`config.mk`:
```
export PLATFORM = sky130hd
export DESIGN_NAME = fifo_out_ctrl
export DESIGN_NICKNAME = d
export VERILOG_FILES = /design/src/rtl/tic_sat_pkg.sv /design/src/rtl/fifo_out_ctrl.sv
export SDC_FILE = /design/constraint.sdc
export NUM_CORES = 1
export LEC_CHECK = 0
export ABC_AREA = 1
export BUFFER_PORTS_ARGS = -buffer_cell sky130_fd_sc_hd__buf_2
export CAP_MARGIN = 20
export CORE_MARGIN = 3
export CORE_UTILIZATION = 30
export DETAILED_ROUTE_END_ITERATION = 10
export HOLD_SLACK_MARGIN = 0.15
export PLACE_DENSITY = 0.56
export SLEW_MARGIN = 20
export SYNTH_ARGS = -nofsm -noshare
export SYNTH_HDL_FRONTEND = slang
export SYNTH_SLANG_ARGS = --single-unit
```
`constraint.sdc`:
```
create_clock -name clk -period 2.2 [get_ports clk]
set_clock_uncertainty 0.05 [all_clocks]
set_input_delay 0.33 -clock clk [delete_from_list [all_inputs] [get_ports clk]]
set_output_delay 0.33 -clock clk [all_outputs]
set_load 0.01 [all_outputs]
```
`src/rtl/tic_sat_pkg.sv`:
```
// Shared types and constants for the systolic-array output deskew FIFO sequencer.
package tic_sat_pkg;

   typedef enum logic [2:0] {
      IDLE,
      FILL,
      DRAIN,
      STEP,
      DONE
   } state_e;

   localparam logic [1:0] CMD_HOLD  = 2'b00;
   localparam logic [1:0] CMD_SHIFT = 2'b10;
   localparam logic [1:0] COL_SHIFT = 2'd3;

   localparam int SA_SIZE_DEF       = 16;
   localparam int WORDS_PER_VEC_DEF = 4;

endpackage

```
`src/rtl/fifo_out_ctrl.sv`:
```
// Output deskew FIFO sequencer: fills the skewed FIFO, then drains each aligned vector as 32-bit words.
// Optional stall counter built only when FIFO_OUT_CTRL_PERF_EN is defined.
module fifo_out_ctrl
   import tic_sat_pkg::*;
#(
   parameter int SA_SIZE       = SA_SIZE_DEF,
   parameter int WORDS_PER_VEC = WORDS_PER_VEC_DEF,
   parameter int VEC_W         = 8
) (
   input  logic             clk,
   input  logic             reset,
   input  logic             start,
   input  logic [VEC_W-1:0] num_vec,
   input  logic             sa_valid,
   output logic             sa_ready,
   output logic [1:0]       fifo_command,
   output logic [1:0]       fifo_col,
   input  logic [31:0]      fifo_data,
   output logic [31:0]      m_data,
   output logic             m_valid,
   input  logic             m_ready,
   output logic             busy,
   output logic             done,
   output logic [15:0]      perf_stall_cnt
);

   localparam int FCW = $clog2(SA_SIZE + 1);
   localparam logic [1:0] WI_LAST = 2'(WORDS_PER_VEC - 1);

   state_e           state_q, state_d;
   logic [FCW-1:0]   fill_cnt_q, fill_cnt_d;
   logic [1:0]       word_idx_q, word_idx_d;
   logic [VEC_W-1:0] vec_cnt_q, vec_cnt_d;
   logic [VEC_W-1:0] num_vec_q, num_vec_d;
   logic             shift;
   logic             start_acc;

   always_ff @(posedge clk) begin
      if (reset) begin
         state_q    <= IDLE;
         fill_cnt_q <= '0;
         word_idx_q <= '0;
         vec_cnt_q  <= '0;
         num_vec_q  <= '0;
      end else begin
         state_q    <= state_d;
         fill_cnt_q <= fill_cnt_d;
         word_idx_q <= word_idx_d;
         vec_cnt_q  <= vec_cnt_d;
         num_vec_q  <= num_vec_d;
      end
   end

   assign start_acc = (state_q == IDLE) && start;

   always_comb begin
      state_d    = state_q;
      fill_cnt_d = fill_cnt_q;
      word_idx_d = word_idx_q;
      vec_cnt_d  = vec_cnt_q;
      num_vec_d  = num_vec_q;
      case (state_q)
         IDLE: begin
            if (start) begin
               fill_cnt_d = '0;
               word_idx_d = '0;
               vec_cnt_d  = '0;
               num_vec_d  = num_vec;
               state_d    = (num_vec != '0) ? FILL : DONE;
            end
         end
         FILL: begin
            if (shift) begin
               fill_cnt_d = fill_cnt_q + FCW'(1);
               if (fill_cnt_q == FCW'(SA_SIZE - 1)) state_d = DRAIN;
            end
         end
         DRAIN: begin
            if (m_ready) begin
               if (word_idx_q == WI_LAST) begin
                  word_idx_d = '0;
                  vec_cnt_d  = vec_cnt_q + VEC_W'(1);
                  state_d    = (vec_cnt_d == num_vec_q) ? DONE : STEP;
               end else begin
                  word_idx_d = word_idx_q + 2'd1;
               end
            end
         end
         // one beat realigns the next vector onto output0
         STEP: begin
            if (shift) state_d = DRAIN;
         end
         DONE:    state_d = IDLE;
         default: state_d = IDLE;
      endcase
   end

   always_comb begin
      sa_ready = 1'b0;
      m_valid  = 1'b0;
      busy     = (state_q != IDLE);
      done     = (state_q == DONE);
      case (state_q)
         FILL, STEP: sa_ready = 1'b1;
         DRAIN:      m_valid  = 1'b1;
         default: ;
      endcase
   end

   assign shift        = sa_valid & sa_ready;
   assign fifo_command = shift ? CMD_SHIFT : CMD_HOLD;
   assign fifo_col     = shift ? COL_SHIFT : word_idx_q;
   assign m_data       = fifo_data;

`ifdef FIFO_OUT_CTRL_PERF_EN
   logic [15:0] perf_q, perf_d;

   always_comb begin
      perf_d = perf_q;
      if (start_acc)
         perf_d = '0;
      else if (m_valid && !m_ready && (perf_q != 16'hFFFF))
         perf_d = perf_q + 16'd1;
   end

   always_ff @(posedge clk) begin
      if (reset) perf_q <= '0;
      else       perf_q <= perf_d;
   end

   assign perf_stall_cnt = perf_q;
`else
   assign perf_stall_cnt = '0;
`endif

endmodule

```
---- Word level (Yosys, flattened, before mapping) ----
Cells that the tools add are included.
word-level totals
  bits of input ports ..................... 45
  logic and storage cells ................. 57
  bits in registers ....................... 26
  output and inout port bits .............. 56
cells by class
  reductions and logical operators ........ 11
  muxes and demuxes ....................... 24
  add/subtract/negate cells ............... 3
  eq/ne operators ......................... 13
  bitwise operators ....................... 1
operator list
  cell                   number
  $mux W3                8
  $mux W8                3
  $pmux W8 S2            1
  $ne A2 B2 Y1 const B   6
  $pmux W3 S4            1
  $mux W2                5
  $mux W5                2
  $pmux W5 S2            1
  $add A8 B1 Y8 const B  1
  $eq A8 B8 Y1           1
  $reduce_bool A8 Y1     1
  $eq A3 B2 Y1 const B   2
  $reduce_and A3 Y1      2
  $reduce_and A6 Y1      1
  $add A5 B1 Y5 const B  1
  $eq A5 B4 Y1 const B   1
  $pmux W2 S2            1
  $reduce_and A4 Y1      1
  $reduce_bool A2 Y1     2
  $eq A3 B1 Y1 const B   1
  $eq A3 B3 Y1 const B   1
  $logic_not A3 Y1       1
  $reduce_bool A3 Y1     1
  $add A2 B1 Y2 const B  1
  other kinds (5)        6

---- Logic depth before layout (Yosys ltp) ----
Gate-level depths: netlist (run 1).
  depth in word-level cells ............... 6
  mapped depth ............................ 13
  mapped depth without buffers ............ 13

---- Least setup slack after synthesis (run 1) ----
No wires, ideal clock.
  kind .................................... reg2reg
  start point ............................. reg fill_cnt_q[0]
  end point ............................... reg state_q[0]
  period minus slack after synthesis ...... 1.706 ns
  cell stages (with the launch flop) ...... 11
  library setup time ...................... 0.069 ns
  arrival ................................. 1.588 ns
  slack ................................... 0.494 ns
  data required time ...................... 2.081 ns
  path buffers ............................ 0
  cell sequence ........................... dfxtp_1 -> ha_1 -> inv_1 -> nor3_1 -> ha_1 -> nor2_1 -> o21ai_0 -> o2111ai_1 -> nor2_1 -> nand2_1 -> a21oi_2
on the way
  cells in the longest elaborated chain, start to end .. 3
RTL lines
  item                                RTL line             text
  start: declaration                  fifo_out_ctrl.sv:31  logic [FCW-1:0] fill_cnt_q, fill_cnt_d;
  start signal: assignment            fifo_out_ctrl.sv:47  fill_cnt_q <= fill_cnt_d;
  $eq A5 B4 Y1                        fifo_out_ctrl.sv:75  if (fill_cnt_q == FCW'(SA_SIZE - 1)) state_d = DRAIN;
  $ne A2 B2 Y1 (no source line)       -
  $reduce_and A6 Y1 (no source line)  -
  end signal: assignment              fifo_out_ctrl.sv:46  state_q <= state_d;
  end: declaration                    fifo_out_ctrl.sv:30  state_e state_q, state_d;
Every way passes these cells.
A chain may end at the register's enable or synchronous reset.

---- Final worst setup path (run 1) ----
Same ends and word-level chain as after synthesis.

==> flow_summary.ini, run 1 <==
[finish]
final_util = 0.306
post_route_cells_drive_above_1_share = 0.196
fin_cells = 330
n_antenna_cell = 0
fin_nets = 305
fill_cells = 677
area_growth_syn_to_layout_pct = -4.30

[drt]
post_drt_wl_per_cell_um = 11.4
dr.first_iter.drc_count = 32
drcViolationCount = 0
ant_nets = 0
drt-total-wl_um = 3760
num_vias = 1512
vias_per_cell = 4.58
firstDrtPassIters = 4

[die]
pin_count = 101
fp.dieW_um = 86.6
rows = 28
core_area_um2 = 6100
dieArea_um2 = 7510
die_y_um = 86.6
initial_core_util = 0.320

[yosys]
yosys.area.top_type = dfxtp_1
yosysWarnings = 0
yosys-top-cells-area = dfxtp_1 (27%), buf_4 (19%), nand2_1 (7.3%)
synth_common_cells = buf_4 (50), nand2_1 (38), inv_1 (31)
synth_seq_cells = 26
synth-async-reset-ratio = 0
syn_area_per_cell_um2 = 7.25
synth_top_area_share = 0.267
synth_edf_count = 0
yosysSeqAreaShare = 0.267
syn_inst = 269
synthMostInstantiatedCell = buf_4
netlist_area_um2 = 1950
synth_cell_types = 40
synth_flop_cell = dfxtp_1

[setup_path]
critPathLaunchType = flop
crit_path_start = fill_cnt_q[0]
slowest_stage = dfxtp_1
ff2ff_path_depth = 10
cp.required_ns = 2.36
end_kind = flop
critPathKind = reg -> reg
r2r-start = fill_cnt_q[0]
critical_path.max_stage_delay_ns = 0.37
cp_max_fo = 3
worst_ep_arrival_time_ns = 2.10
path_cells = ha_1 > inv_1 > nor3_1 > ha_1 > nor2_1 > o21ai_0 > o2111ai_1 > nor2_1 > nand2_1 > a21oi_2
r2r_slack_ns = 0.26

[global_routing]
grt_pass1_vias = 1366
grt_max_degree = 17
grt.total_usage = 0.103
grt_pass1_wl_um = 6350
antenna_found_initial = 0
overflow = 0

[min_path]
hold_class = in -> reg
hp-start = num_vec[1]
worstHoldPathCells = 3

[clock_network]
postCtsHoldBufs = 0
h-tree-depth = 1
numCtsBuffers = 3
cts_sinks = 26
clock_latency_ns = 0.27
clockBufferDepth = 2
clk_pin_slew_ns = 0.09
cts_root_buffer = clkbuf_8
postCtsSetupBuffers = 0
postCtsResizedCells = 0
tritoncts = yes

[placed_design]
place_congestion = 0.795
dp.final_hpwl_um = 2990
place_inst = 326
portBuffers = 19

[sta]
fin_crit_sh = 0.880
fin_setup_tns_ns = 0
setup_violations = 0
period_needed_ns = 1.94
slew_viol_final = 0
hold_viol = 0
worst_pin_slew_ns = 0.562
fmax_mhz = 516
rsz0062_at_grt = no
max_slew_margin = 0.625

[power_and_ir_drop]
p_leak_uw = 0.000817
irDropWorstVdd_uv = 440
powerDensity_nw_per_um2 = 1120

[run_status]
status = complete, no violations

[job]
drv_cap = 0
## state kept, by name, indices dropped and copies added (netlist names)
signal / count
num_vec_q: 8
word_idx_q: 2
state_q: 3
fill_cnt_q: 5
vec_cnt_q: 8
## layout make-up
cell class,count,area (um^2),area share
sequential,26,520,0.279
inverter,35,139,0.0744
multi-input combinational,171,963,0.516
tap,75,93.8,0.0503
clock buffer,4,55.1,0.0295
timing repair buffer,19,95.1,0.0509
## cell families (layout without fill, tap and decap cells)
family                   after synthesis  after routing  synth area share
buffers and inverters                 88             58             0.270
XOR/XNOR                               4              4            0.0180
flip-flops                            26             26             0.267
other                                  1             17           0.00192
adder cells (fa/ha/maj)                4              4            0.0257
AND/OR/NAND/NOR                      104            104             0.275
AO/OA/AOI/OAI                         42             42             0.142
## worst paths after layout
path / to
hold reg to reg: num_vec_q[4]
setup / recovery: state_q[0]
setup reg to reg: state_q[0]
hold / removal: num_vec_q[1]
## worst max-delay path: cells and delay by family (launching register included)
family	cells	cell delay [ns]
AOI/OAI and AO/OA	3	0.60
adders and majority gates	2	0.36
buffers and inverters	1	0.05
DFF	1	0.37
and+or+nand+nor	4	0.46
## layout by cell type, fill, tap and decap left out, types with 2 or more instances in the layout
master,count
nand3_1,24
nor2_2,2
a21oi_2,4
inv_2,2
nor2_1,19
inv_1,31
buf_2,19
conb_1,17
o21ai_0,12
nand2_1,38
nand4_1,4
dfxtp_1,26
nand2_2,3
a21oi_1,13
a22oi_2,4
nor4_1,2
nand3_2,2
xor2_1,3
clkbuf_8,4
o21ai_1,2
nor3_1,3
ha_1,4
## power by group
part | internal [uW] | leakage [uW] | total [uW] | switching, uW
Clock | 160 | 0.0000288 | 312 | 152
Sequential | 601 | 0.000213 | 720 | 119
Combinational | 369 | 0.000575 | 1050 | 682
Total | 1130 | 0.000817 | 2080 | 953
## per-stage QoR
step                      hold slack [ns]  worst slack (ns)  total power, uW  cell area, um^2
after CTS                           0.287             0.241             2100             1870
after floorplan                     0.358             0.494             1630             2010
after global routing                0.308            0.0806             2270             1870
after global placement              0.420             0.262             1790             1810
final                               0.289             0.263             2080             1870
after detailed placement            0.420             0.257             1790             1810
## metal layers
metal | global-route usage | up-vias | wire, um
li1 | - | 780 | -
met4 | 0.0354 | 0 | 60
met3 | 0.0152 | 11 | 180
met5 | 0 | - | 0
met1 | 0.139 | 686 | 1800
met2 | 0.168 | 35 | 1720
No activity file was read; power rests on OpenSTA's default activity.
==> run 2: changes to the inputs <==
--- a/config.mk
+++ b/config.mk
@@ -12,7 +12,7 @@
 export CORE_UTILIZATION = 30
 export DETAILED_ROUTE_END_ITERATION = 10
 export HOLD_SLACK_MARGIN = 0.15
-export PLACE_DENSITY = 0.56
+export PLACE_DENSITY = 0.54
 export SLEW_MARGIN = 20
 export SYNTH_ARGS = -nofsm -noshare
 export SYNTH_HDL_FRONTEND = slang
==> run 2 against run 1 <==
Compared with the run above: count of clock-buffer cells in the layout is the same; utilization grew 0.12 points; total power grew 0.77%; critical endpoint unchanged; largest power group unchanged.
==> flow_summary.ini, run 2 (same netlist as run 1, synthesis figures left out) <==
[sta]
hold_viol = 0
fmax_mhz = 521
slew_viol_final = 0
hold_ws_ns = 0.270
worst_pin_slew_ns = 0.567
period_needed_ns = 1.92
fin_crit_sh = 0.872
max_slew_margin = 0.622
fin_setup_tns_ns = 0
setup_violations = 0
rsz0062_at_grt = no

[die]
dieArea_um2 = 7510
core_area_um2 = 6100
die_y_um = 86.6
fp.dieW_um = 86.6
initial_core_util = 0.320
pin_count = 101
rows = 28

[min_path]
worstHoldPathCells = 3
hold_class = in -> reg
hp-start = num_vec[0]

[clock_network]
h-tree-depth = 1
postCtsResizedCells = 0
clock_latency_ns = 0.28
numCtsBuffers = 3
postCtsSetupBuffers = 0
cts_sinks = 26
clk_pin_slew_ns = 0.10
tritoncts = yes
clockBufferDepth = 2
cts_root_buffer = clkbuf_8
postCtsHoldBufs = 0

[setup_path]
critPathKind = reg -> reg
ff2ff_path_depth = 10
path_cells = ha_1 > inv_1 > nor3_1 > ha_1 > nor2_1 > o21ai_0 > o2111ai_1 > nor2_1 > nand2_1 > a21oi_2
critical_path.max_stage_delay_ns = 0.36
cp.required_ns = 2.37
critPathLaunchType = flop
slowest_stage = dfxtp_1
r2r-start = fill_cnt_q[0]
end_kind = flop
cp_max_fo = 3
worst_ep_arrival_time_ns = 2.09
crit_path_start = fill_cnt_q[0]

[placed_design]
place_congestion = 0.814
dp.final_hpwl_um = 2940
portBuffers = 19
place_inst = 327

[global_routing]
grt_pass1_wl_um = 6300
grt_max_degree = 17
antenna_found_initial = 0
grt_pass1_vias = 1373
overflow = 0
grt.total_usage = 0.103

[drt]
vias_per_cell = 4.46
num_vias = 1475
wl_met2_um = 1690
route.met3.wl_um = 190
dr.first_iter.drc_count = 39
drcViolationCount = 0
top_layer_used = met4
ant_nets = 0
drt-total-wl_um = 3700
post_drt_wl_per_cell_um = 11.2
wl_met1_um = 1760
firstDrtPassIters = 4

[finish]
post_route_cells_drive_above_1_share = 0.199
fin_nets = 306
n_antenna_cell = 0
area_growth_syn_to_layout_pct = -3.91
final_cell_mix = nand2_1 (38), inv_1 (31), dfxtp_1 (26)
final_common_cell = nand2_1
reg.largest.list = num_vec_q: 8 flops, vec_cnt_q: 8 flops, fill_cnt_q: 5 flops
fin_cells = 331

[power_and_ir_drop]
irDropWorstVdd_uv = 390
powerDensity_nw_per_um2 = 1120
p_leak_uw = 0.000823

[run_status]
status = complete, no violations

[job]
drv_cap = 0
==> run 2: final cells by class <==
type / count / area [um^2]
Sequential cell: 26 / 520
Tap cell: 75 / 93.8
Multi-Input combinational cell: 171 / 963
Timing Repair Buffer: 20 / 103
Inverter: 35 / 139
Fill cell: 698 / 4220
Clock buffer: 4 / 55.1
==> run 2: worst paths after layout <==
path / to / slack (ns)
worst max register to register: state_q[0] / 0.28
worst min-delay path: num_vec_q[0] / 0.27
worst min register to register: num_vec_q[2] / 0.43
worst max-delay path: state_q[0] / 0.28
==> run 2: critical path: cells and delay by family (launching register included) <==
| family | cells | cell delay [ns] |
|---|---|---|
| buffers and inverters | 1 | 0.05 |
| DFF | 1 | 0.36 |
| adders and majority gates | 2 | 0.35 |
| AOI/OAI and AO/OA | 3 | 0.57 |
| and+or+nand+nor | 4 | 0.47 |
==> run 2: metal layers <==
metal	GRT usage	vias up
met4	0.0453	0
met1	0.139	656
met5	0	-
met2	0.161	35
met3	0.0162	7
li1	-	777
==> run 2: where the power goes <==
part | internal (uW) | switching (uW)
logic | 377 | 681
registers | 601 | 114
clock network | 161 | 166
==> run 2: through the flow <==
stage	area [um^2]	utilization	power (uW)	setup WS (ns)
global route	1870	0.307	2290	0.0680
floorplan	2010	-	1630	0.494
detailed placement	1820	0.298	1790	0.310
global placement	1820	0.298	1800	0.379
finish	1870	0.307	2100	0.281
CTS	1870	0.307	2120	0.286
